### config.mk
export PLATFORM = sky130hd
export DESIGN_NAME = muldiv_unit
export DESIGN_NICKNAME = d
export VERILOG_FILES = /design/src/rtl/muldiv_pkg.sv /design/src/rtl/muldiv_unit_sign.sv /design/src/rtl/muldiv_unit.sv
export SDC_FILE = /design/constraint.sdc
export NUM_CORES = 1
export LEC_CHECK = 0
export ABC_AREA = 1
export ABC_CLOCK_PERIOD_IN_PS = 2740
export BUFFER_PORTS_ARGS = -buffer_cell sky130_fd_sc_hd__buf_2
export CORE_ASPECT_RATIO = 1.4
export CORE_UTILIZATION = 30
export CTS_CLUSTER_DIAMETER = 80
export DETAILED_ROUTE_END_ITERATION = 8
export PLACE_DENSITY = 0.45
export SETUP_SLACK_MARGIN = 0.4
export SLEW_MARGIN = 10
export SYNTH_ARGS = -nofsm -noshare
export SYNTH_HDL_FRONTEND = slang
export SYNTH_SLANG_ARGS = --single-unit
### constraint.sdc
create_clock -name clk -period 2.74 [get_ports clk]
set_clock_uncertainty 0.2 [all_clocks]
set_input_delay 0.137 -clock clk [delete_from_list [all_inputs] [get_ports clk]]
set_output_delay 0.137 -clock clk [all_outputs]
set_load 0.03 [all_outputs]
### src/rtl/muldiv_pkg.sv
// muldiv_pkg: shared encodings for the iterative multiply/divide unit.
// Operation codes and FSM states.
package muldiv_pkg;

  typedef enum logic [2:0] {
    OP_MULT  = 3'd0,
    OP_MULTU = 3'd1,
    OP_DIV   = 3'd2,
    OP_DIVU  = 3'd3,
    OP_MTHI  = 3'd4,
    OP_MTLO  = 3'd5
  } op_e;

  typedef enum logic [1:0] {
    S_IDLE = 2'd0,
    S_RUN  = 2'd1,
    S_FIX  = 2'd2
  } state_e;

endpackage

### src/rtl/muldiv_unit_sign.sv
// muldiv_sign: magnitude/sign split of a WIDTH-bit value.
// flip forces negation so the same negator serves result fix-up.
module muldiv_sign #(
  parameter int WIDTH = 32
) (
  input  logic [WIDTH-1:0] val,
  input  logic             is_signed,
  input  logic             flip,
  output logic [WIDTH-1:0] mag,
  output logic             neg
);

  assign neg = is_signed & val[WIDTH-1];
  assign mag = (neg | flip) ? -val : val;

endmodule

### src/rtl/muldiv_unit.sv
// muldiv_unit: iterative shift-add multiply / restoring divide
// with architectural HI/LO registers and start/busy/done handshake.
module muldiv_unit
  import muldiv_pkg::*;
#(
  parameter  int WIDTH = 32,
  localparam int CNT_W = $clog2(WIDTH + 1)
) (
  input  logic             clk,
  input  logic             rst,
  input  logic             start,
  input  logic [2:0]       op,
  input  logic [WIDTH-1:0] a,
  input  logic [WIDTH-1:0] b,
  output logic             busy,
  output logic             done,
  output logic             div_by_zero,
  output logic [WIDTH-1:0] hi_out,
  output logic [WIDTH-1:0] lo_out
);

  state_e               state_q, state_d;
  logic [CNT_W-1:0]     cnt_q, cnt_d;
  logic                 is_div_q, is_div_d;
  logic                 neg_q, neg_d;
  logic                 rneg_q, rneg_d;
  logic                 dz_q, dz_d;
  logic [WIDTH-1:0]     opa_q, opa_d;
  logic [WIDTH-1:0]     dvs_q, dvs_d;
  logic [2*WIDTH-1:0]   acc_q, acc_d;
  logic [WIDTH-1:0]     rem_q, rem_d;
  logic [WIDTH-1:0]     hi_q, hi_d;
  logic [WIDTH-1:0]     lo_q, lo_d;
  logic                 done_q, done_d;
  logic                 dbz_q, dbz_d;

  logic                 fix;
  logic                 sgn_op;
  logic                 is_mul, is_dv, is_mthi, is_mtlo;
  logic [WIDTH-1:0]     sa_val, sb_val;
  logic [WIDTH-1:0]     a_mag, b_mag;
  logic                 a_neg, b_neg;
  logic [WIDTH:0]       mul_sum;
  logic [WIDTH:0]       trial, diff;
  logic [2*WIDTH-1:0]   prod_fix;

  assign fix     = (state_q == S_FIX);
  assign sgn_op  = (op == OP_MULT) || (op == OP_DIV);
  assign is_mul  = (op == OP_MULT) || (op == OP_MULTU);
  assign is_dv   = (op == OP_DIV) || (op == OP_DIVU);
  assign is_mthi = (op == OP_MTHI);
  assign is_mtlo = (op == OP_MTLO);

  // operands in IDLE; quotient/remainder fix-up in FIX
  assign sa_val = fix ? acc_q[WIDTH-1:0] : a;
  assign sb_val = fix ? rem_q : b;

  muldiv_sign #(.WIDTH(WIDTH)) u_sa (
    .val       (sa_val),
    .is_signed (sgn_op & ~fix),
    .flip      (fix & neg_q),
    .mag       (a_mag),
    .neg       (a_neg)
  );

  muldiv_sign #(.WIDTH(WIDTH)) u_sb (
    .val       (sb_val),
    .is_signed (sgn_op & ~fix),
    .flip      (fix & rneg_q),
    .mag       (b_mag),
    .neg       (b_neg)
  );

  assign mul_sum  = {1'b0, acc_q[2*WIDTH-1:WIDTH]}
                  + (acc_q[0] ? {1'b0, dvs_q} : '0);
  assign trial    = {rem_q, acc_q[WIDTH-1]};
  assign diff     = trial - {1'b0, dvs_q};
  assign prod_fix = neg_q ? -acc_q : acc_q;

  // next-state, iteration step and HI/LO update
  always_comb begin
    state_d  = state_q;
    cnt_d    = cnt_q;
    is_div_d = is_div_q;
    neg_d    = neg_q;
    rneg_d   = rneg_q;
    dz_d     = dz_q;
    opa_d    = opa_q;
    dvs_d    = dvs_q;
    acc_d    = acc_q;
    rem_d    = rem_q;
    hi_d     = hi_q;
    lo_d     = lo_q;
    done_d   = 1'b0;
    dbz_d    = 1'b0;
    unique case (state_q)
      S_IDLE: begin
        if (start) begin
          unique case (1'b1)
            is_mul: begin
              state_d  = S_RUN;
              cnt_d    = CNT_W'(WIDTH);
              is_div_d = 1'b0;
              neg_d    = a_neg ^ b_neg;
              rneg_d   = 1'b0;
              dz_d     = 1'b0;
              opa_d    = a;
              dvs_d    = a_mag;
              acc_d    = {{WIDTH{1'b0}}, b_mag};
              rem_d    = '0;
            end
            is_dv: begin
              state_d  = S_RUN;
              cnt_d    = CNT_W'(WIDTH);
              is_div_d = 1'b1;
              neg_d    = a_neg ^ b_neg;
              rneg_d   = a_neg;
              dz_d     = (b == '0);
              opa_d    = a;
              dvs_d    = b_mag;
              acc_d    = {{WIDTH{1'b0}}, a_mag};
              rem_d    = '0;
            end
            is_mthi: hi_d = a;
            is_mtlo: lo_d = a;
            default: ;
          endcase
        end
      end
      S_RUN: begin
        cnt_d = cnt_q - CNT_W'(1);
        if (is_div_q) begin
          rem_d = diff[WIDTH] ? trial[WIDTH-1:0]
                              : diff[WIDTH-1:0];
          acc_d = {acc_q[2*WIDTH-1:WIDTH],
                   acc_q[WIDTH-2:0], ~diff[WIDTH]};
        end else begin
          acc_d = {mul_sum, acc_q[WIDTH-1:1]};
        end
        if (cnt_q == CNT_W'(1)) state_d = S_FIX;
      end
      S_FIX: begin
        state_d = S_IDLE;
        done_d  = 1'b1;
        if (dz_q) begin
          hi_d  = opa_q;
          lo_d  = '1;
          dbz_d = 1'b1;
        end else if (is_div_q) begin
          lo_d = a_mag;
          hi_d = b_mag;
        end else begin
          hi_d = prod_fix[2*WIDTH-1:WIDTH];
          lo_d = prod_fix[WIDTH-1:0];
        end
      end
      default: state_d = S_IDLE;
    endcase
  end

  // state and datapath registers, cleared by async reset
  always_ff @(posedge clk or negedge rst) begin
    if (!rst) begin
      state_q  <= S_IDLE;
      cnt_q    <= '0;
      is_div_q <= 1'b0;
      neg_q    <= 1'b0;
      rneg_q   <= 1'b0;
      dz_q     <= 1'b0;
      opa_q    <= '0;
      dvs_q    <= '0;
      acc_q    <= '0;
      rem_q    <= '0;
      hi_q     <= '0;
      lo_q     <= '0;
      done_q   <= 1'b0;
      dbz_q    <= 1'b0;
    end else begin
      state_q  <= state_d;
      cnt_q    <= cnt_d;
      is_div_q <= is_div_d;
      neg_q    <= neg_d;
      rneg_q   <= rneg_d;
      dz_q     <= dz_d;
      opa_q    <= opa_d;
      dvs_q    <= dvs_d;
      acc_q    <= acc_d;
      rem_q    <= rem_d;
      hi_q     <= hi_d;
      lo_q     <= lo_d;
      done_q   <= done_d;
      dbz_q    <= dbz_d;
    end
  end

  assign busy        = (state_q != S_IDLE);
  assign done        = done_q;
  assign div_by_zero = dbz_q;
  assign hi_out      = hi_q;
  assign lo_out      = lo_q;

endmodule

**Word-level counts from Yosys, hierarchy flattened**

Cells that the tools add are included.

- Reduce and logical (&&, ||, !) cells: 20
- Shifts and indexed selects: 0
- Multipliers: 0
- Add/sub/neg operators: 6
- Eq/ne operators: 16
- Divide/modulo/power cells: 0
- Multiplexer cells: 39
- Order comparisons: 0
- Bitwise gates (word level): 10

Operator list:

| cell | count |
|---|---|
| $mux 32 | 17 |
| $pmux 32 s2 | 4 |
| $pmux 64 s2 | 2 |
| $mux 64 | 3 |
| $neg 32->32 | 2 |
| $neg 64->64 | 1 |
| $add 32x32->33 | 1 |
| $sub 33x32->33 | 1 |
| $logic_not 32->1 | 1 |
| $reduce_and 3->1 | 7 |
| $ne 2x2->1 const B | 7 |
| $mux 6 | 2 |
| $pmux 6 s2 | 1 |
| $reduce_and 4->1 | 2 |
| $reduce_bool 2->1 | 4 |
| $eq 3x2->1 const B | 2 |
| $eq 3x3->1 const B | 2 |
| $eq 6x1->1 const B | 1 |
| $mux 2 | 3 |
| $pmux 1 s2 | 3 |
| $sub 6x1->6 const B | 1 |
| $and 1x1->1 | 5 |
| $pmux 2 s2 | 1 |
| $eq 3x1->1 const B | 1 |
| other kinds (11) | 17 |

- Output and inout port bits: 67
- RAM bits: 0
- Input bits: 70
- Bits in registers: 238
- Bits in read-only memories: 0
- Memories kept: 0
- Bits in latches: 0
- Word-level logic and storage cells: 106

**Longest topological paths before layout**

- Depth after elaboration: 9
- Mapped depth: 21
- Mapped depth without buffers: 20

**By module**

A second synthesis with hierarchy kept.

- Cell total of the unflattened synthesis: 3628
- Area total of the unflattened synthesis: 21839.7 µm²

Modules (own cells, without submodules):

| module | area each (µm²) | seq. area each (µm²) | cells an instance | times used |
|---|---|---|---|---|
| muldiv_unit | 19572.5 | 5955.7 | 3146 | 1 |
| muldiv_sign | 1133.6 | 0.0 | 241 | 2 |

**Worst setup path before layout**

Ideal clock, no wire load.

- Path type: reg-to-reg
- Start: register acc_q[0]
- End: register acc_q[55]
- Period minus slack after synthesis: 2.926 ns
- Slack: -0.186 ns
- Path buffers: 2
- Arrival: 2.597 ns
- Cell stages (with the launch flop): 19
- Library setup time: 0.129 ns
- Required time: 2.411 ns
- Cell sequence: dfrtp_1 -> buf_2 -> buf_1 -> nand2_1 -> inv_1 -> ha_1 -> inv_1 -> fa_1 -> nand3b_1 -> nand2_1 -> a21oi_1 -> o21ai_0 -> nand2_1 -> nand2_1 -> nand2_1 -> nand2_1 -> a21oi_1 -> o21ai_0 -> o21ai_0

- Cells in the longest elaborated chain, start to end: 4

RTL lines:

| item | line | RTL |
|---|---|---|
| from (decl) | muldiv_unit.sv:30 | `logic [2*WIDTH-1:0] acc_q, acc_d;` |
| from (signal assigned) | muldiv_unit.sv:172 | `acc_q <= '0;` |
| from (signal assigned) | muldiv_unit.sv:187 | `acc_q <= acc_d;` |
| $mux 32 | muldiv_unit.sv:75 | `+ (acc_q[0] ? {1'b0, dvs_q} : '0);` |
| $add 32x32->33 | muldiv_unit.sv:75 |  |
| $mux 64 | muldiv_unit.sv:132 | `if (is_div_q) begin` |
| $pmux 64 s2 | muldiv_unit.sv:96 | `unique case (state_q)` |

No other way between the ends. The select of a mux whose other input is x is not followed.
A chain may end at the register's enable or synchronous reset.

**Worst setup path after layout**

- Start: register state_q[0]
- End: register acc_q[6]

- Cells in the longest elaborated chain, start to end: 9
- Elaborated cells on any way between the ends: 24
- Classes of those cells: add/sub: 2; eq/ne: 4; mux: 7; bitwise: 8; reduce/logical: 3

RTL lines:

| item | line | RTL |
|---|---|---|
| from (decl) | muldiv_unit.sv:22 | `state_e state_q, state_d;` |
| from (signal assigned) | muldiv_unit.sv:179 | `state_q <= state_d;` |
| branches (longest 9 deep; another with $neg 32->32) | -- |  |

Several ways; the timed one is not identified. The select of a mux whose other input is x is not followed.

==> reports/summary.md <==
The run finished, with violations left. The final reports fail on setup timing. After filler insertion, the fill cell instance count of the layout stands at 7137. TritonCTS built the clock tree. The violation count after the first detailed-routing iteration came out at 2182. Number of nets with antenna violations after routing: 0.

Entering global routing, the biggest net connects 100 pins. The pin slew with the least headroom to its limit came out at 865 ps. Walking the worst path, the cells encountered are inv_2 -> nand2_8 -> buf_12 -> buf_16 -> o21ai_4 -> inv_2 -> ha_4 -> nand3_4 -> nor2_4 -> nand2_4 -> buf_4 -> buf_6 -> nand2_4 -> xnor2_1 -> buf_4 -> buf_6 -> o211ai_1 -> a21oi_1. STA puts the critical path data required time at 3030 ps. For this design the top-level I/O count stands at 137. For the total length of routed wires, the log shows 128000 um.

The XOR/XNOR share of the synthesized area was 0.0303. The tools report the max-slew violation count as 0. Along the worst path, the maximum fanout reaches 8. The share of the core filled with cells in the final layout came out at 0.506.

The logs give 3 for the number of buffers on the longest clock path and 0 for the leftover overflow at the end of global routing. The tools report the starting utilization of the core area as 0.304. The flip-flop and latch count after synthesis was 238; the post-route DRC violation count was 0.

The worst hold path belongs to the class in -> reg. Synthesized area per cell: 6.12 um^2. Floorplan die width: 226 um. STA classifies the critical path endpoint as a flop.

In the synthesized netlist the dominant register cell turns out to be dfrtp_1. The run gives -148 ps as the worst setup slack after layout. In the synthesized netlist, the number of instances is 3439.

The global-route met1 utilization is 0.388. The run gives 238 as the count of clock tree sinks. The number of buffers created by CTS is 29. The Yosys step of the flow raised 0 warnings. The largest single stage delay on the critical path is 380 ps. After detailed routing, the average wire length per cell comes to 24.2 um. The register area share after synthesis was 0.283. Setup repair after global routing could not meet its margin everywhere. From synthesis to final layout, the design area changed by 66.4%. Across all layers, the routed design uses 27800 vias. The logs give 21000 um^2 for the mapped cell area and 51 for the count of cell types in the netlist. The critical path runs through a total of 18 cells. The overall track demand over capacity in global routing was 0.340; the static leakage was 16.4 nW. The tool flagged a number of max-cap violations equal to 0. The post-CTS clock slew at the launch and capture registers of the worst setup and hold paths came out at 60 ps. In this run the most critical hold path is launched from b[14].

Cell type group with the largest total delay on the critical path: buffers and inverters. The tools report the slack of the worst reg-to-reg path as -150 ps. Placed wire-length estimate after detailed placement: 99000 um. At the end of the flow, the number of nets in the layout was 4450.

The tools report the terminus of the critical flop-to-flop path as acc_q[6]. The hold path depth is 8. The run gives 71200 um^2 as the total die area.

The run gives 951 uV as the highest ir drop seen on vdd. The slowest stage of the critical path belongs to the cell dfrtp_1. The tools report the worst hold endpoint as dvs_q[14].

The tools report the global-route wire length before repair as 176000 um. The portion of netlist area occupied by mux cells came out at 0. The run gives 0.424 as the worst slew slack as a fraction of its limit. Setup violations remaining at the end of the flow were counted as 67.

Number of buffers and inverters on the critical path: 8. The source of the worst register-to-register timing path was state_q[0]. Subtracting the final worst setup slack from the clock period gives 2890 ps.

Summing all flip-flop and latch instances after layout gives 5970 um^2. At the end of routability-driven placement, the weighted congestion stood at 1.00. Excluding fillers, the count of instances in the completed layout stands at 5261. Area of the core: 69200 um^2.

Largest family of logic cells by synthesized area: simple AND/OR/NAND/NOR gates. Most used routing layer: met2. The post-route fraction of the period consumed by the critical path was 1.05. The arithmetic-cell share of the synthesized area counting full adders, half adders and majority gates is 0.0429.

Fraction of final layout cells sized beyond drive strength 1: 0.422. Synthesis produced a netlist with a net count of 3580. The length of the first detailed-routing pass in iterations was 6; the die height was 315 um. The H-tree depth is 1, and the fraction of registers with async set/reset is 1.00. The routed via count divided by cell count is 5.29. The path depth of the worst reg2reg path came out at 18. The worst setup path is of the reg -> reg kind. The number of enable-type register cells in the synthesized netlist was 0.

The via count of the first global-routing pass came out at 27000. The hold violation count in the final report was 0. Synthesized-area fraction occupied by ao, oa, aoi and oai cells: 0.175. At the worst endpoint, the arrival time is 3180 ps. The met2 capacity usage during global routing was 0.603; the number of antenna violations at the first check in global routing was 2. In this run the power density over the cells is 1290 nW/um^2. In this run the tool buffered the top-level ports with 136 buffer cells.

Clock tree root buffer cell: clkbuf_16. STA classifies the critical path startpoint as a flop. In the final layout, the multi-input gates occupy 17400 um^2.

Based on the critical path, the design can be clocked at up to 346 MHz. The global-route track usage on met3 is 0.0349, and the number of placed instances, taps included is 5056. The count of standard-cell rows is 114. Simple-gate area share of the yosys netlist: 0.375. The later pin in the worst-skew pair is clocked with a latency of 630 ps.
[what timing repair did]
action                                  4_1_cts  5_1_grt
endpoints found under the setup margin      192      215
resized for setup                           308      852
endpoints found under the hold margin       348        0
hold buffers                                 52        0
gates cloned                                  2       14
buffers inserted                             15       67
pin swaps                                    68      258
[per-layer routing]
layer | up-vias | routed length, um
met5 | - | 14
li1 | 13000 | -
met4 | 2 | 11200
met1 | 13400 | 47000
met2 | 981 | 62400
met3 | 382 | 6860
[area by class of cell]
cell class | instances | share of cell area
multi-input cells | 2711 | 0.497
repair buffers | 980 | 0.233
flip-flops and latches | 238 | 0.170
inverters | 349 | 0.0379
well taps | 928 | 0.0332
clock buffers | 38 | 0.0240
clock inverters | 16 | 0.00433
diodes | 1 | 0.0000715
[Yosys cell counts, types with 6 or more instances]
| cell | instances | area [um^2] |
|---|---|---|
| nand3b_1 | 11 | 82.6 |
| nor2_2 | 7 | 43.8 |
| nand4_1 | 37 | 231 |
| buf_4 | 6 | 45.0 |
| nand3_1 | 278 | 1390 |
| ha_1 | 69 | 863 |
| a21o_1 | 16 | 120 |
| nand2_1 | 1068 | 4010 |
| o21ai_0 | 197 | 986 |
| a221oi_1 | 22 | 193 |
| o21ai_1 | 30 | 150 |
| a22oi_1 | 13 | 97.6 |
| a211oi_1 | 24 | 180 |
| o221ai_1 | 26 | 228 |
| xnor2_1 | 21 | 184 |
| dfrtp_1 | 238 | 5960 |
| nor2_1 | 489 | 1840 |
| nor3_1 | 25 | 125 |
| buf_6 | 9 | 101 |
| xor2_1 | 50 | 438 |
| o32ai_1 | 6 | 52.6 |
| a31oi_1 | 22 | 138 |
| buf_1 | 21 | 78.8 |
| o211ai_1 | 26 | 195 |
| o21ai_2 | 9 | 78.8 |
| buf_2 | 26 | 130 |
| a21oi_1 | 206 | 1030 |
| clkbuf_1 | 79 | 297 |
| o21bai_1 | 7 | 52.6 |
| inv_1 | 339 | 1270 |
| o22ai_1 | 13 | 81.3 |
| inv_2 | 6 | 22.5 |
| nor4_1 | 9 | 56.3 |
[where the power goes]
| group | switching, mW | internal (mW) | leakage, nW |
|---|---|---|---|
| clock network | 1.89 | 2.27 | 0.477 |
| logic | 20.3 | 13.6 | 13.0 |
| registers | 1.77 | 5.27 | 2.88 |
[worst max-delay path by stage]
stage / slack [ps] / start / end
global route: -230 / state_q[0] / lo_out[26]
global placement: -320 / acc_q[1] / hi_out[0]
floorplan: 240 / acc_q[0] / acc_q[55]
finish: -150 / state_q[0] / acc_q[6]
detailed placement: -280 / state_q[0] / lo_out[26]
CTS: -50 / state_q[0] / hi_out[7]
[kinds of logic (layout without fill, tap and decap cells)]
logic type	after synthesis	count (layout)
buffers and inverters	490	1383
flip-flops	238	238
other	0	1
AO/OA/AOI/OAI	629	629
adder cells (fa/ha/maj)	71	71
XOR/XNOR	72	72
AND/OR/NAND/NOR	1939	1939
[cells in the final DEF (no fill, tap or decap), types with 47 or more instances in the layout]
cell	Yosys	layout
a21oi_1	206	136
o21ai_1	30	72
nor2_1	489	394
nand2_4	1	92
buf_2	26	135
dlygate4sd3_1	0	52
nor2_4	2	47
buf_4	6	672
nand3_2	0	111
nor2_2	7	57
inv_1	339	299
o21ai_0	197	105
nand3_1	278	145
nand2_1	1068	741
a21oi_2	0	65
buf_6	9	62
nand2_2	2	226
dfrtp_1	238	232
[metrics by stage]
stage          cell area [um^2]  power (mW)  worst slack, ps  TNS, ps  hold slack (ps)
4_1_cts                   30900        39.5            -50.0     -630             5.81
2_1_floorplan             21300        20.2              242        0             -359
5_1_grt                   35000        47.4             -231   -13320             43.1
3_5_place_dp              28100        33.5             -281   -13330            -42.2
3_3_place_gp              28100        33.5             -323   -11070            -29.8
6_report                  35000        45.0             -148    -2890             17.6
[registers in the layout, indices dropped and copies added, names as in the netlist]
signal and cells:
dvs_q 32, dz_q 1, hi_out 32, opa_q 32, rneg_q 1, neg_q 1, cnt_q 6, done 1
acc_q 64, lo_out 32, is_div_q 1, div_by_zero 1, state_q 2, rem_q 32
[worst min-delay path: stages]
cell and delay, ps:
buf_2 130, nand2_1 60, nand2_1 80, buf_4 120
nand2_2 70, nand2_1 80, nand2_1 60, o221ai_2 50
Power figures use the tool's default switching activity.
